<file path="src/rtl/ppu_blit.sv">
// ppu_blit: 1-bit-per-pixel sprite blitter and screen clear engine.
// Sprite bytes are XORed into a row-major framebuffer in RAM. Each sprite byte
// straddles two framebuffer bytes (fb0 at the origin column, fb1 one column to
// the right). Any set pixel that gets cleared raises the collision flag.
module ppu_blit #(
   parameter int unsigned       ADDR_W  = 12,
   parameter int unsigned       DISP_W  = 64,
   parameter int unsigned       DISP_H  = 32,
   parameter logic [ADDR_W-1:0] FB_BASE = 'hF00,
   parameter int unsigned       WRAP    = 1
) (
   input  logic              clk,
   input  logic              reset,
   input  logic              draw,
   input  logic              clear,
   input  logic [ADDR_W-1:0] address,
   input  logic [3:0]        sprite_height,
   input  logic              wide,
   input  logic [7:0]        x,
   input  logic [7:0]        y,
   output logic              busy,
   output logic              done,
   output logic              collision,
   output logic [ADDR_W-1:0] mem_read_address,
   output logic              mem_read_enable,
   input  logic [7:0]        mem_read_data,
   output logic [ADDR_W-1:0] mem_write_address,
   output logic [7:0]        mem_write_data,
   output logic              mem_write_enable
);

   localparam int unsigned BPR     = DISP_W / 8;      // framebuffer bytes per row
   localparam int unsigned CW      = $clog2(BPR);
   localparam int unsigned RW      = $clog2(DISP_H);
   localparam int unsigned XW      = $clog2(DISP_W);
   localparam int unsigned RSW     = RW + 5;          // room for origin row + 15
   localparam int unsigned CSW     = CW + 2;          // room for column + 2
   localparam bit          WRAP_EN = (WRAP != 0);

   typedef enum logic [3:0] {
      ST_IDLE, ST_CLEAR,
      ST_S0, ST_S1, ST_S2, ST_S3, ST_S4, ST_S5, ST_S6, ST_S7,
      ST_DONE
   } state_t;

   state_t              state_q, state_d;
   logic [CW-1:0]       xb_q;
   logic [2:0]          sh_q;
   logic [RW-1:0]       yo_q;
   logic [ADDR_W-1:0]   addr_q;
   logic [3:0]          n_q;
   logic                wide16_q;
   logic [4:0]          k_q;
   logic [7:0]          spr_q;
   logic [7:0]          old_q;
   logic                collision_q;
   logic [RW+CW-1:0]    clr_q;

   logic                accept;
   logic [4:0]          last_k;
   logic [3:0]          rowidx;
   logic                coloff;
   logic [RSW-1:0]      row_sum;
   logic [CSW-1:0]      col0_sum;
   logic [CSW-1:0]      col1_sum;
   logic                row_ok;
   logic                do0;
   logic                do1;
   logic [ADDR_W-1:0]   fb0_addr;
   logic [ADDR_W-1:0]   fb1_addr;
   logic [ADDR_W-1:0]   spr_addr;
   logic [15:0]         part;
   logic                unused_bits;

   // Upper origin bits are discarded by the modulo reduction.
   assign unused_bits = ^{x, y};

   assign accept = (state_q == ST_IDLE) && (clear || draw);

   // Per-byte geometry: row/column of the current sprite byte and clip decisions.
   always_comb begin
      last_k   = wide16_q ? 5'd31 : ({1'b0, n_q} - 5'd1);
      rowidx   = wide16_q ? k_q[4:1] : k_q[3:0];
      coloff   = wide16_q & k_q[0];
      row_sum  = RSW'(yo_q) + RSW'(rowidx);
      col0_sum = CSW'(xb_q) + CSW'(coloff);
      col1_sum = col0_sum + CSW'(1);
      row_ok   = WRAP_EN || (row_sum < RSW'(DISP_H));
      do0      = row_ok && (WRAP_EN || (col0_sum < CSW'(BPR)));
      do1      = row_ok && (WRAP_EN || (col1_sum < CSW'(BPR)));
      fb0_addr = FB_BASE + ADDR_W'({row_sum[RW-1:0], col0_sum[CW-1:0]});
      fb1_addr = FB_BASE + ADDR_W'({row_sum[RW-1:0], col1_sum[CW-1:0]});
      spr_addr = addr_q + ADDR_W'(k_q);
      // Upper byte is the fb0 part (spr>>sh), lower byte the fb1 part.
      part     = {spr_q, 8'h00} >> sh_q;
   end

   // State register.
   always_ff @(posedge clk or posedge reset) begin
      if (reset) state_q <= ST_IDLE;
      else       state_q <= state_d;
   end

   // Next-state logic and memory port drive.
   always_comb begin
      state_d           = state_q;
      mem_read_enable   = 1'b0;
      mem_read_address  = '0;
      mem_write_enable  = 1'b0;
      mem_write_address = '0;
      mem_write_data    = '0;
      case (state_q)
         ST_IDLE: begin
            if (clear)
               state_d = ST_CLEAR;
            else if (draw)
               state_d = (wide || (sprite_height != 4'd0)) ? ST_S0 : ST_DONE;
         end
         ST_CLEAR: begin
            mem_write_enable  = 1'b1;
            mem_write_address = FB_BASE + ADDR_W'(clr_q);
            if (clr_q == '1) state_d = ST_DONE;
         end
         ST_S0: begin
            mem_read_enable  = row_ok;
            mem_read_address = row_ok ? spr_addr : '0;
            state_d          = ST_S1;
         end
         ST_S1: state_d = ST_S2;
         ST_S2: begin
            mem_read_enable  = do0;
            mem_read_address = do0 ? fb0_addr : '0;
            state_d          = ST_S3;
         end
         ST_S3: state_d = ST_S4;
         ST_S4: begin
            mem_write_enable  = do0;
            mem_write_address = do0 ? fb0_addr : '0;
            mem_write_data    = do0 ? (old_q ^ part[15:8]) : '0;
            state_d           = ST_S5;
         end
         ST_S5: begin
            mem_read_enable  = do1;
            mem_read_address = do1 ? fb1_addr : '0;
            state_d          = ST_S6;
         end
         ST_S6: state_d = ST_S7;
         ST_S7: begin
            mem_write_enable  = do1;
            mem_write_address = do1 ? fb1_addr : '0;
            mem_write_data    = do1 ? (old_q ^ part[7:0]) : '0;
            state_d           = (k_q == last_k) ? ST_DONE : ST_S0;
         end
         ST_DONE: state_d = ST_IDLE;
         default: state_d = ST_IDLE;
      endcase
   end

   // Command latch, byte/clear counters, read-data capture and collision tracking.
   always_ff @(posedge clk or posedge reset) begin
      if (reset) begin
         xb_q        <= '0;
         sh_q        <= '0;
         yo_q        <= '0;
         addr_q      <= '0;
         n_q         <= '0;
         wide16_q    <= 1'b0;
         k_q         <= '0;
         spr_q       <= '0;
         old_q       <= '0;
         collision_q <= 1'b0;
         clr_q       <= '0;
      end else begin
         if (accept) begin
            xb_q        <= x[XW-1:3];
            sh_q        <= x[2:0];
            yo_q        <= y[RW-1:0];
            addr_q      <= address;
            n_q         <= sprite_height;
            wide16_q    <= wide && (sprite_height == 4'd0);
            k_q         <= '0;
            clr_q       <= '0;
            collision_q <= 1'b0;
         end
         case (state_q)
            ST_CLEAR: clr_q <= clr_q + 1'b1;
            ST_S1:    spr_q <= mem_read_data;
            ST_S3:    old_q <= mem_read_data;
            ST_S6:    old_q <= mem_read_data;
            ST_S4: if (do0 && ((old_q & part[15:8]) != 8'h00)) collision_q <= 1'b1;
            ST_S7: begin
               if (do1 && ((old_q & part[7:0]) != 8'h00)) collision_q <= 1'b1;
               k_q <= k_q + 5'd1;
            end
            default: ;
         endcase
      end
   end

   assign busy      = (state_q != ST_IDLE);
   assign done      = (state_q == ST_DONE);
   assign collision = collision_q;

endmodule

</file>
<file path="config.mk">
export PLATFORM = sky130hd
export DESIGN_NAME = ppu_blit
export DESIGN_NICKNAME = d
export VERILOG_FILES = /design/src/rtl/ppu_blit.sv
export SDC_FILE = /design/constraint.sdc
export NUM_CORES = 1
export LEC_CHECK = 0
export ABC_AREA = 1
export BUFFER_PORTS_ARGS = -buffer_cell sky130_fd_sc_hd__clkbuf_2
export CAP_MARGIN = 40
export CELL_PAD_IN_SITES_DETAIL_PLACEMENT = 1
export CELL_PAD_IN_SITES_GLOBAL_PLACEMENT = 2
export CORE_MARGIN = 5
export CORE_UTILIZATION = 25
export CTS_BUF_LIST = sky130_fd_sc_hd__clkbuf_8
export CTS_CLUSTER_DIAMETER = 30
export DETAILED_ROUTE_END_ITERATION = 7
export PLACE_DENSITY_LB_ADDON = 0.1
export SETUP_SLACK_MARGIN = 0.05
export SLEW_MARGIN = 20
export SYNTH_ARGS = -nofsm -noshare
export SYNTH_HDL_FRONTEND = slang
export SYNTH_SLANG_ARGS = --single-unit
export TNS_END_PERCENT = 5
</file>
<file path="constraint.sdc">
create_clock -name clk -period 5.4 [get_ports clk]
set_clock_uncertainty 0.2 [all_clocks]
set_input_delay 0.81 -clock clk [delete_from_list [all_inputs] [get_ports clk]]
set_output_delay 0.81 -clock clk [all_outputs]
set_load 0.01 [all_outputs]
</file>
---- Yosys cells after proc, flatten, opt, wreduce, memory -nomap -nowiden ----
Index checks and enable logic that the tools add are counted.
word-level totals
  register bits after elaboration ......... 62
  input bits .............................. 45
operators by class
  $add $sub $neg .......................... 10
  eq/ne operators ......................... 14
  shifts and indexed selects .............. 1
  multiplexer cells ....................... 21
  bitwise gates (word level) .............. 5
  reductions and logical operators ........ 16
operators with widths
  kind                    number
  $pmux W12 S3            2
  $pmux W4 S10            1
  $add A9 B9 Y10 const A  3
  $mux W4                 6
  $and A8 B8 Y8           2
  $eq A4 B3 Y1 const B    4
  $mux W8                 2
  $pmux W8 S2             1
  $reduce_bool A8 Y1      2
  $shr A16 B3 Y16         1
  $xor A8 B8 Y8           2
  $mux W5                 3
  $add A12 B5 Y12         1
  $eq A4 B4 Y1 const B    3
  $add A8 B1 Y8 const B   1
  $eq A4 B2 Y1 const B    2
  $eq A8 B8 Y1 const B    1
  $logic_not A4 Y1        2
  $reduce_bool A4 Y1      2
  $reduce_or A3 Y1        2
  $add A5 B1 Y5 const B   1
  $add A5 B4 Y5           1
  $eq A5 B5 Y1            1
  $mux W1                 5
  other kinds (13)        16

---- Logic depth before layout (Yosys ltp) ----
Gate-level depths: netlist of run 1.
  depth in word-level cells ............... 6
  mapped depth ............................ 12
  depth with buffers taken out ............ 12

---- Least setup slack after synthesis of run 1 ----
No wires, ideal clock.
  path kind ............................... flip-flop to output port
  start point ............................. register wide16_q
  end point ............................... output mem_read_address[7]
  data arrival time ....................... 1819 ps
  setup slack ............................. 2571 ps
  cell stages (with the launch flop) ...... 10
  path buffers ............................ 1
  cell sequence ........................... dfrtp_1 > buf_2 > nand2_1 > o21ai_0 > ha_1 > fa_1 > nand3_1 > nand2_1 > xor2_1 > o21ai_0
between the ends
  word-level cells in the longest chain between the ends .. 5
  elaborated cells on any way between the ends .. 8
ends and longest elaborated chain
  what                    line  source
  start, declared         52    logic wide16_q;
  start signal, assigned  180   wide16_q <= wide && (sprite_height == 4'd0);
  $and A1 B1 Y1           84    coloff = wide16_q & k_q[0];
  $add A3 B1 Y3           86    col0_sum = CSW'(xb_q) + CSW'(coloff);
  $add A3 B1 Y3           87    col1_sum = col0_sum + CSW'(1);
  $add A9 B9 Y10          92    fb1_addr = FB_BASE + ADDR_W'({row_sum[RW-1:0], col1_sum[CW-1:0]});
  $pmux W12 S3 *          112   case (state_q)
  end, declared           24    output logic [ADDR_W-1:0] mem_read_address,
Mark *: on every way between the ends. The rest lies on a longest branch, timed or not.

---- Worst setup path after layout of run 1 ----
  start point ............................. register k_q[0]
  end point ............................... output mem_read_address[8]
between the ends
  word-level cells in the longest chain between the ends .. 5
  elaborated cells on any way between the ends .. 9
ends and longest elaborated chain
  what                    line  source
  start, declared         53    logic [4:0] k_q;
  start signal, assigned  193   k_q <= k_q + 5'd1;
  $and A1 B1 Y1           84
  $add A3 B1 Y3           86
  $add A3 B1 Y3           87
  $add A9 B9 Y10          92
  $pmux W12 S3 *          112
Marks and branches as above.

==> results.yml, run 1 <==
clock_network:
  cts.path.max_buffers: 2
  clock_latency_ps: 360
  cts-root-buf: "clkbuf_8"
  cts_resized: 0
  cts_hold_buffers: 0
  cts_tree: "done"
  cts_buffers: 9
  cts_sinks: 62
  htreeDepth: 3
  postCtsSetupBuffers: 0
  clk_pin_slew_ps: 80
pwr:
  swShare_pct: 50.21
  internal-power_uw: 1500
  comb_power_share_pct: 53.9
  sequentialPowerShare_pct: 29.6
  p_clk_share_pct: 16.5
  switching_power_uw: 1513
  powerDensity_nw_per_um2: 598.9
  max-vdd-ir-drop_mv: 0.1397
  p_leak_uw: 0.002585
synthesis:
  synth_top_cell_area_share_pct: 36.80
  syn-num-nets: 660
  ys_types: 39
  async_reset_ff_share_pct: 100.0
  synth_area_um2: 4217
  yosysTopAreaCell: "dfrtp_1"
  synth.most_common_cell: "nand2_1"
  netlist_instances: 598
  ys_warn_count: 0
  avgSynthCellArea_um2: 7.051
  synth_ff_type: "dfrtp_1"
  synth-edff-count: 0
  synth_commonest_cells: "192 x nand2_1, 62 x dfrtp_1, 56 x nand3_1"
  seq_area_frac_synth_pct: 36.80
  ys_top_cells_by_area: "dfrtp_1 37%, nand2_1 17%, nand3_1 6.6%"
  synth-seq-cells: 62
placed_design:
  place_congestion: 0.7687
  io_buffers: 76
  place_ws_ps: 2171
  place_hpwl_um: 11530
cells_and_area:
  multi_input_area_um2: 2311
  fillers: 2105
  diodes: 0
  drive_gt1_share_pct: 17.83
  syn_to_final_growth_pct: 19.29
  regArea_um2: 1551
  nets: 730
worst_setup_path:
  r2r_start: "state_q[2]$_DFFE_PP0P_"
  rr_worst_depth: 7
  crit_buf_inv: 4
  reg2reg_setup_slack_ps: 3210
  cp_max_fo: 6
  crit_family: "adder cells"
  crit_type: "reg2out"
  cp.arrival_ps: 2600
  path_cells: "ha_1, inv_1, fa_1, inv_1, nand3_1, nand2_1, nand2_1, a21oi_2, inv_1, o21ai_1, nand3_1, nand2_1, clkbuf_2"
  critPathCaptureType: "output pin"
  start_kind: "register"
  cp_slowest_cell: "dfrtp_1"
  r2r_end: "sh_q[0]$_DFFE_PP0P_"
  crit_required_ps: 4390
  max_stage_delay_ps: 480
floorplan:
  die_h_um: 139.9
  die_w_um: 139.9
  start_util_pct: 25.43
  io-pin-count: 82
  row_count: 47
  fp.dieArea_um2: 19560
  core_area_um2: 16580
timing:
  rsz0062_at_grt: "no"
  finalHoldViolCount: 0
  fin_hold_ws_ps: 271.1
  fmax_ghz: 0.2771
  setup-tns-final_ps: 0
  setup_viol: 0
  period_needed_ps: 3609
  slew_viol_final: 0
  setup_slack_ps: 1791
  tightestPinTransition_ps: 845.3
  slew_headroom_pct: 43.13
  layout_worst_path_cycle_share_pct: 66.84
global_route:
  grt-ovfl-total: 0
  grt_first_pass_wirelength_um: 24610
  antenna_found_initial: 0
  grt_pass1_vias: 4586
  grt.total_usage_pct: 15.79
  grt_max_degree: 44
route:
  drc: 0
  ant_nets: 0
  route.met3.wl_um: 716
  via_count: 4220
  topRoutingLayerUsed: "met4"
  dr_wl_met2_um: 7003
  routed_via_density: 4.726
  drt_pass1_iterations: 4
  drt_iter0_drc: 136
  routed_wl_um: 14840
  wl_met1_um: 6830
  wl_per_cell_um: 16.61
hold_path:
  hold_path_class: "in2async"
job:
  maxCapViolCount: 0
run_status:
  outcome: "finished, final reports clean"
routing by layer:
| metal | track usage (%) | vias up |
|---|---|---|
| li1 | - | 2106 |
| met1 | 20.51 | 2011 |
| met2 | 25.83 | 86 |
| met3 | 4.357 | 17 |
| met4 | 4.386 | 0 |
| met5 | 0 | - |
final cells by class:
class / count / area share, %
timing repair buffer: 78 / 8.259
inverter: 64 / 4.826
clock inverter: 4 / 1.368
sequential: 62 / 30.85
multi-input combinational: 453 / 45.95
clock buffer: 12 / 3.284
tap: 220 / 5.473
cells by family after synthesis:
logic type | after synthesis | synth area share [%]
fa+ha+maj | 17 | 5.401
flops | 62 | 36.80
buf+inv | 83 | 8.398
xor+xnor | 13 | 2.700
simple gates | 318 | 32.49
mux | 4 | 1.009
compound gates | 101 | 13.20
through the flow:
| stage | area (um^2) | util [%] | total power [uW] | std cells |
|---|---|---|---|---|
| after floorplan | 4217 | - | 2015 | 598 |
| after global placement | 4768 | 28.75 | 2519 | 876 |
| after detailed placement | 4796 | 28.92 | 2559 | 877 |
| after CTS | 5030 | 30.33 | 3079 | 893 |
| after global routing | 5030 | 30.33 | 3346 | 893 |
| final | 5030 | 30.33 | 3012 | 893 |
sequential cells by signal, indices dropped and copies added, names as in the netlist:
| name | flops |
|---|---|
| xb_q | 3 |
| k_q | 5 |
| state_q | 4 |
| sh_q | 3 |
| clr_q | 8 |
| collision | 1 |
| addr_q | 12 |
| n_q | 4 |
| old_q | 8 |
| spr_q | 8 |
| yo_q | 5 |
| wide16_q | 1 |
worst register-to-register path: stages, from the launching register on:
cell	delay [ps]
dfrtp_1	420
nor2_2	200
nand2_2	120
inv_2	90
nand2_4	160
inv_2	590
nand2_1	220
o21ai_0	120
worst max path at each step:
stage / from / cells after the start / endpoint
3_5_place_dp: k_q[0]$_DFFE_PP0P_ / 13 / mem_read_address[8]
2_1_floorplan: wide16_q$_DFFE_PP0P_ / 9 / mem_read_address[7]
5_1_grt: k_q[0]$_DFFE_PP0P_ / 13 / mem_read_address[8]
3_3_place_gp: k_q[0]$_DFFE_PP0P_ / 12 / mem_read_address[10]
4_1_cts: k_q[0]$_DFFE_PP0P_ / 13 / mem_read_address[8]
6_report: k_q[0]$_DFFE_PP0P_ / 13 / mem_read_address[8]
layout by cell type (no fill, tap or decap), types with 5 or more instances in the layout:
cell,count
a21oi_1,23
clkbuf_2,76
clkbuf_8,12
dfrtp_1,62
ha_1,15
inv_1,55
inv_2,9
nand2_1,192
nand3_1,56
nand4_1,14
nor2_1,36
o21ai_0,54
o221ai_1,5
o22ai_1,8
xor2_1,9
power groups by stage:
stage | Sequential, uW | Combinational (uW) | Clock [uW]
3_3_place_gp | 899 | 1620 | 0
3_5_place_dp | 903 | 1660 | 0
4_1_cts | 897 | 1670 | 517
2_1_floorplan | 789 | 1230 | 0
5_1_grt | 927 | 1890 | 535
6_report | 890 | 1620 | 498
Power figures use the tool's default switching activity.
==> run 2, diff against run 1 <==
Clock period 5.4 ns to 3.5 ns, I/O delays scaled along.
==> results.yml, run 2 (synthesized netlist as in run 1, its figures left out) <==
cells_and_area:
  diodes: 0
  syn_to_final_growth_pct: 18.61
  nets: 732
  largest_reg_flops: 12
  stdcell_area_um2: 5001
  mostFrequentLayoutCells: "191 x nand2_1, 76 x clkbuf_2, 61 x dfrtp_1"
  final_common_cell: "nand2_1"
  top_register: "addr_q"
  drive_gt1_share_pct: 18.37
timing:
  slew_headroom_pct: 47.90
  tightestPinTransition_ps: 774.3
  setup_viol: 0
  period_needed_ps: 3294
  setup-tns-final_ps: 0
  finalHoldViolCount: 0
  rsz0062_at_grt: "no"
  fmax_ghz: 0.3036
  setup_slack_ps: 206.0
  layout_worst_path_cycle_share_pct: 94.11
  slew_viol_final: 0
floorplan:
  io-pin-count: 82
  die_w_um: 139.9
  core_area_um2: 16580
  row_count: 47
  die_h_um: 139.9
  start_util_pct: 25.43
  fp.dieArea_um2: 19560
clock_network:
  cts_tree: "done"
  cts-root-buf: "clkbuf_8"
  htreeDepth: 3
  clock_latency_ps: 360
  cts_buffers: 9
  cts.path.max_buffers: 2
  cts_hold_buffers: 0
  clk_pin_slew_ps: 80
  cts_sinks: 62
job:
  maxCapViolCount: 0
placed_design:
  place_ws_ps: 602.3
  io_buffers: 76
  place_area_um2: 4781
  place_congestion: 0.7732
  place_hpwl_um: 11460
route:
  wl_per_cell_um: 16.66
  ant_nets: 0
  routed_via_density: 4.699
  via_count: 4206
  drc: 0
  routed_wl_um: 14910
  drt_iter0_drc: 165
  drt_pass1_iterations: 4
hold_path:
  hold_path_class: "in2async"
pwr:
  max-vdd-ir-drop_mv: 0.2670
  powerDensity_nw_per_um2: 904.9
  p_leak_uw: 0.002568
global_route:
  grt_pass1_vias: 4575
  grt_max_degree: 44
  grt_first_pass_wirelength_um: 24590
  grt-ovfl-total: 0
  grt.total_usage_pct: 15.73
  antenna_found_initial: 0
run_status:
  outcome: "finished, final reports clean"
worst_setup_path:
  cp_max_fo: 13
  cp.arrival_ps: 2570
  crit_required_ps: 2770
  crit_type: "reg2out"
  critPathCaptureType: "output pin"
  start_kind: "register"
[run 2: routing by layer]
| layer | GRT usage (%) | part of all wire [%] |
|---|---|---|
| met3 | 3.499 | 3.8 |
| met5 | 0 | 0 |
| met4 | 4.284 | 1.0 |
| met1 | 20.06 | 46 |
| met2 | 26.84 | 49 |
[run 2: report_power, final]
part / total [uW] / leakage [uW] / internal, uW / switching, uW
sequential: 1380 / 0.000772 / 1020 / 364
combinational: 2520 / 0.00170 / 851 / 1670
clock: 616 / 0.0000996 / 310 / 306
[run 2: cell type report]
cell class / count / area (um^2)
fillers: 2130 / 11580
multi-input cells: 453 / 2321
flip-flops and latches: 62 / 1553
repair buffers: 80 / 422.9
well taps: 220 / 275.3
inverters: 64 / 242.7
clock buffers: 12 / 165.2
clock inverters: 4 / 21.27
[run 2: repair_timing]
item / 4_1_cts / 5_1_grt
setup buffers: 0 / 3
resized for setup: 0 / 3
endpoints found under the setup margin: 0 / 2
[run 2: through the flow]
stage | cells | util, % | hold WS [ps] | power, uW
after global routing | 895 | 30.16 | 109.6 | 5018
after floorplan | 598 | - | 255.3 | 3109
after global placement | 876 | 28.83 | 271.8 | 3887
final | 895 | 30.16 | 53.20 | 4525
after detailed placement | 876 | 28.83 | 274.7 | 3946
after CTS | 892 | 29.95 | 61.64 | 4605
[run 2: path summary, 6_finish.rpt]
path,depth (start not counted),end,startpoint,slack [ps]
min reg2reg,2,xb_q[0]$_DFFE_PP0P_,xb_q[0]$_DFFE_PP0P_,290
min,2,clr_q[2]$_DFFE_PP0P_,reset,50
min in group clk,3,yo_q[1]$_DFFE_PP0P_,y[1],160
max,8,mem_read_address[7],wide16_q$_DFFE_PP0P_,210
max in group asynchronous,3,k_q[0]$_DFFE_PP0P_,reset,2380
max reg2reg,7,sh_q[0]$_DFFE_PP0P_,state_q[2]$_DFFE_PP0P_,1300
[run 2: critical path, cell delays in order (launching register included)]
cell      delay [ps]
dfrtp_1          580
o21ai_0          210
ha_1             250
fa_1             410
nand3_1          100
nand2_1           70
xor2_1           300
o21ai_0          140
clkbuf_2         150
==> run 3, diff against run 2 <==
Settings changed: RECOVER_POWER set to 25, TNS_END_PERCENT 5 to unset.
==> results.yml, run 3 (synthesized netlist as in run 1, its figures left out) <==
run_status:
  outcome: "finished, final reports clean"
pwr:
  max-vdd-ir-drop_mv: 0.2669
  p_leak_uw: 0.002564
  powerDensity_nw_per_um2: 906.9
cells_and_area:
  top_register: "addr_q"
  nets: 732
  final_cells: 895
  fillers: 2132
  stdcell_area_um2: 4986
  regArea_um2: 1553
  multi_input_area_um2: 2321
  diodes: 0
  drive_gt1_share_pct: 18.22
  largest_reg_flops: 12
  mostFrequentLayoutCells: "191 x nand2_1, 77 x clkbuf_2, 61 x dfrtp_1"
  syn_to_final_growth_pct: 18.25
  final_common_cell: "nand2_1"
global_route:
  grt.total_usage_pct: 15.73
  grt_max_degree: 44
  antenna_found_initial: 0
  grt_pass1_vias: 4575
  grt_first_pass_wirelength_um: 24590
  grt-ovfl-total: 0
worst_setup_path:
  crit_required_ps: 2770
  cp.arrival_ps: 2570
  r2r_end: "sh_q[0]$_DFFE_PP0P_"
  reg2reg_setup_slack_ps: 1300
  start_kind: "register"
  critPathCaptureType: "output pin"
  r2r_start: "state_q[2]$_DFFE_PP0P_"
  crit_type: "reg2out"
  cp_max_fo: 13
  rr_worst_depth: 7
timing:
  setup-tns-final_ps: 0
  slew_viol_final: 0
  fin_hold_ws_ps: 161.5
  tightestPinTransition_ps: 1207
  layout_worst_path_cycle_share_pct: 94.06
  fmax_ghz: 0.3038
  rsz0062_at_grt: "no"
  setup_slack_ps: 208.0
  slew_headroom_pct: 19.45
  finalHoldViolCount: 0
  period_needed_ps: 3292
  setup_viol: 0
clock_network:
  clk_pin_slew_ps: 70
  cts.path.max_buffers: 2
  cts_hold_buffers: 0
  cts_tree: "done"
  htreeDepth: 3
  cts_sinks: 62
  cts-root-buf: "clkbuf_8"
  clock_latency_ps: 350
  cts_buffers: 9
floorplan:
  io-pin-count: 82
  fp.dieArea_um2: 19560
  row_count: 47
  core_area_um2: 16580
  start_util_pct: 25.43
  die_h_um: 139.9
  die_w_um: 139.9
job:
  maxCapViolCount: 0
placed_design:
  place_congestion: 0.7732
  dp_cells: 876
  place_area_um2: 4781
  io_buffers: 76
  place_ws_ps: 602.3
  place_hpwl_um: 11460
route:
  wl_per_cell_um: 16.67
  ant_nets: 0
  drt_pass1_iterations: 4
  routed_wl_um: 14920
  routed_via_density: 4.698
  drc: 0
  via_count: 4205
  drt_iter0_drc: 167
hold_path:
  hold_depth: 3
  worstHoldEndpoint: "yo_q[1]$_DFFE_PP0P_"
  min_from: "y[1]"
  hold_path_class: "in2reg"
[run 3: cell count changes in the layout (fill, tap and decap cells not counted), sizes merged]
| cell | before | now |
|---|---|---|
| clkbuf | 88 | 89 |
| buf | 4 | 3 |
[run 3: cell type report]
class                   count  share of cell area [%]
flip-flops and latches     62                   31.14
well taps                 220                   5.521
repair buffers             80                   8.181
inverters                  64                   4.868
clock buffers              12                   3.312
multi-input cells         453                   46.55
clock inverters             4                  0.4266
[run 3: worst max path at each step]
stage | start | slack [ps] | to | cells after the start
finish | wide16_q$_DFFE_PP0P_ | 210 | mem_read_address[7] | 8
global route | k_q[0]$_DFFE_PP0P_ | 60 | mem_read_address[8] | 13
floorplan | wide16_q$_DFFE_PP0P_ | 960 | mem_read_address[7] | 9
global placement | k_q[0]$_DFFE_PP0P_ | 630 | mem_read_address[10] | 12
CTS | wide16_q$_DFFE_PP0P_ | 190 | mem_read_address[7] | 8
detailed placement | wide16_q$_DFFE_PP0P_ | 600 | mem_read_address[7] | 8
[run 3: worst max-delay path, stage by stage (launching register included)]
cell,delay (ps)
dfrtp_1,580
o21ai_0,210
ha_1,250
fa_1,410
nand3_1,100
nand2_1,70
xor2_1,300
o21ai_0,140
clkbuf_2,150
[run 3: stage by stage]
stage / power, uW / utilization (%)
after detailed placement: 3946 / 28.83
after CTS: 4605 / 29.95
after global routing: 5016 / 30.07
after floorplan: 3109 / -
after global placement: 3887 / 28.83
final: 4522 / 30.07
[run 3: routing by layer]
metal	GRT usage (%)	vias to the layer above	wire (um)
met1	20.06	2027	6887
met4	4.284	0	155
li1	-	2106	-
met2	26.84	62	7313
met5	0	-	0
met3	3.499	10	560
[run 3: timing repair]
item,CTS,global route
buffers inserted,0,3
gates resized for setup,0,3
setup endpoints to repair,0,2
[run 3: where the power goes]
part	leakage, uW	total [uW]	internal [uW]	switching (uW)
registers	0.000772	1380	1020	363
clock network	0.0000996	616	310	306
logic	0.00169	2520	849	1670
total	0.00256	4520	2180	2340
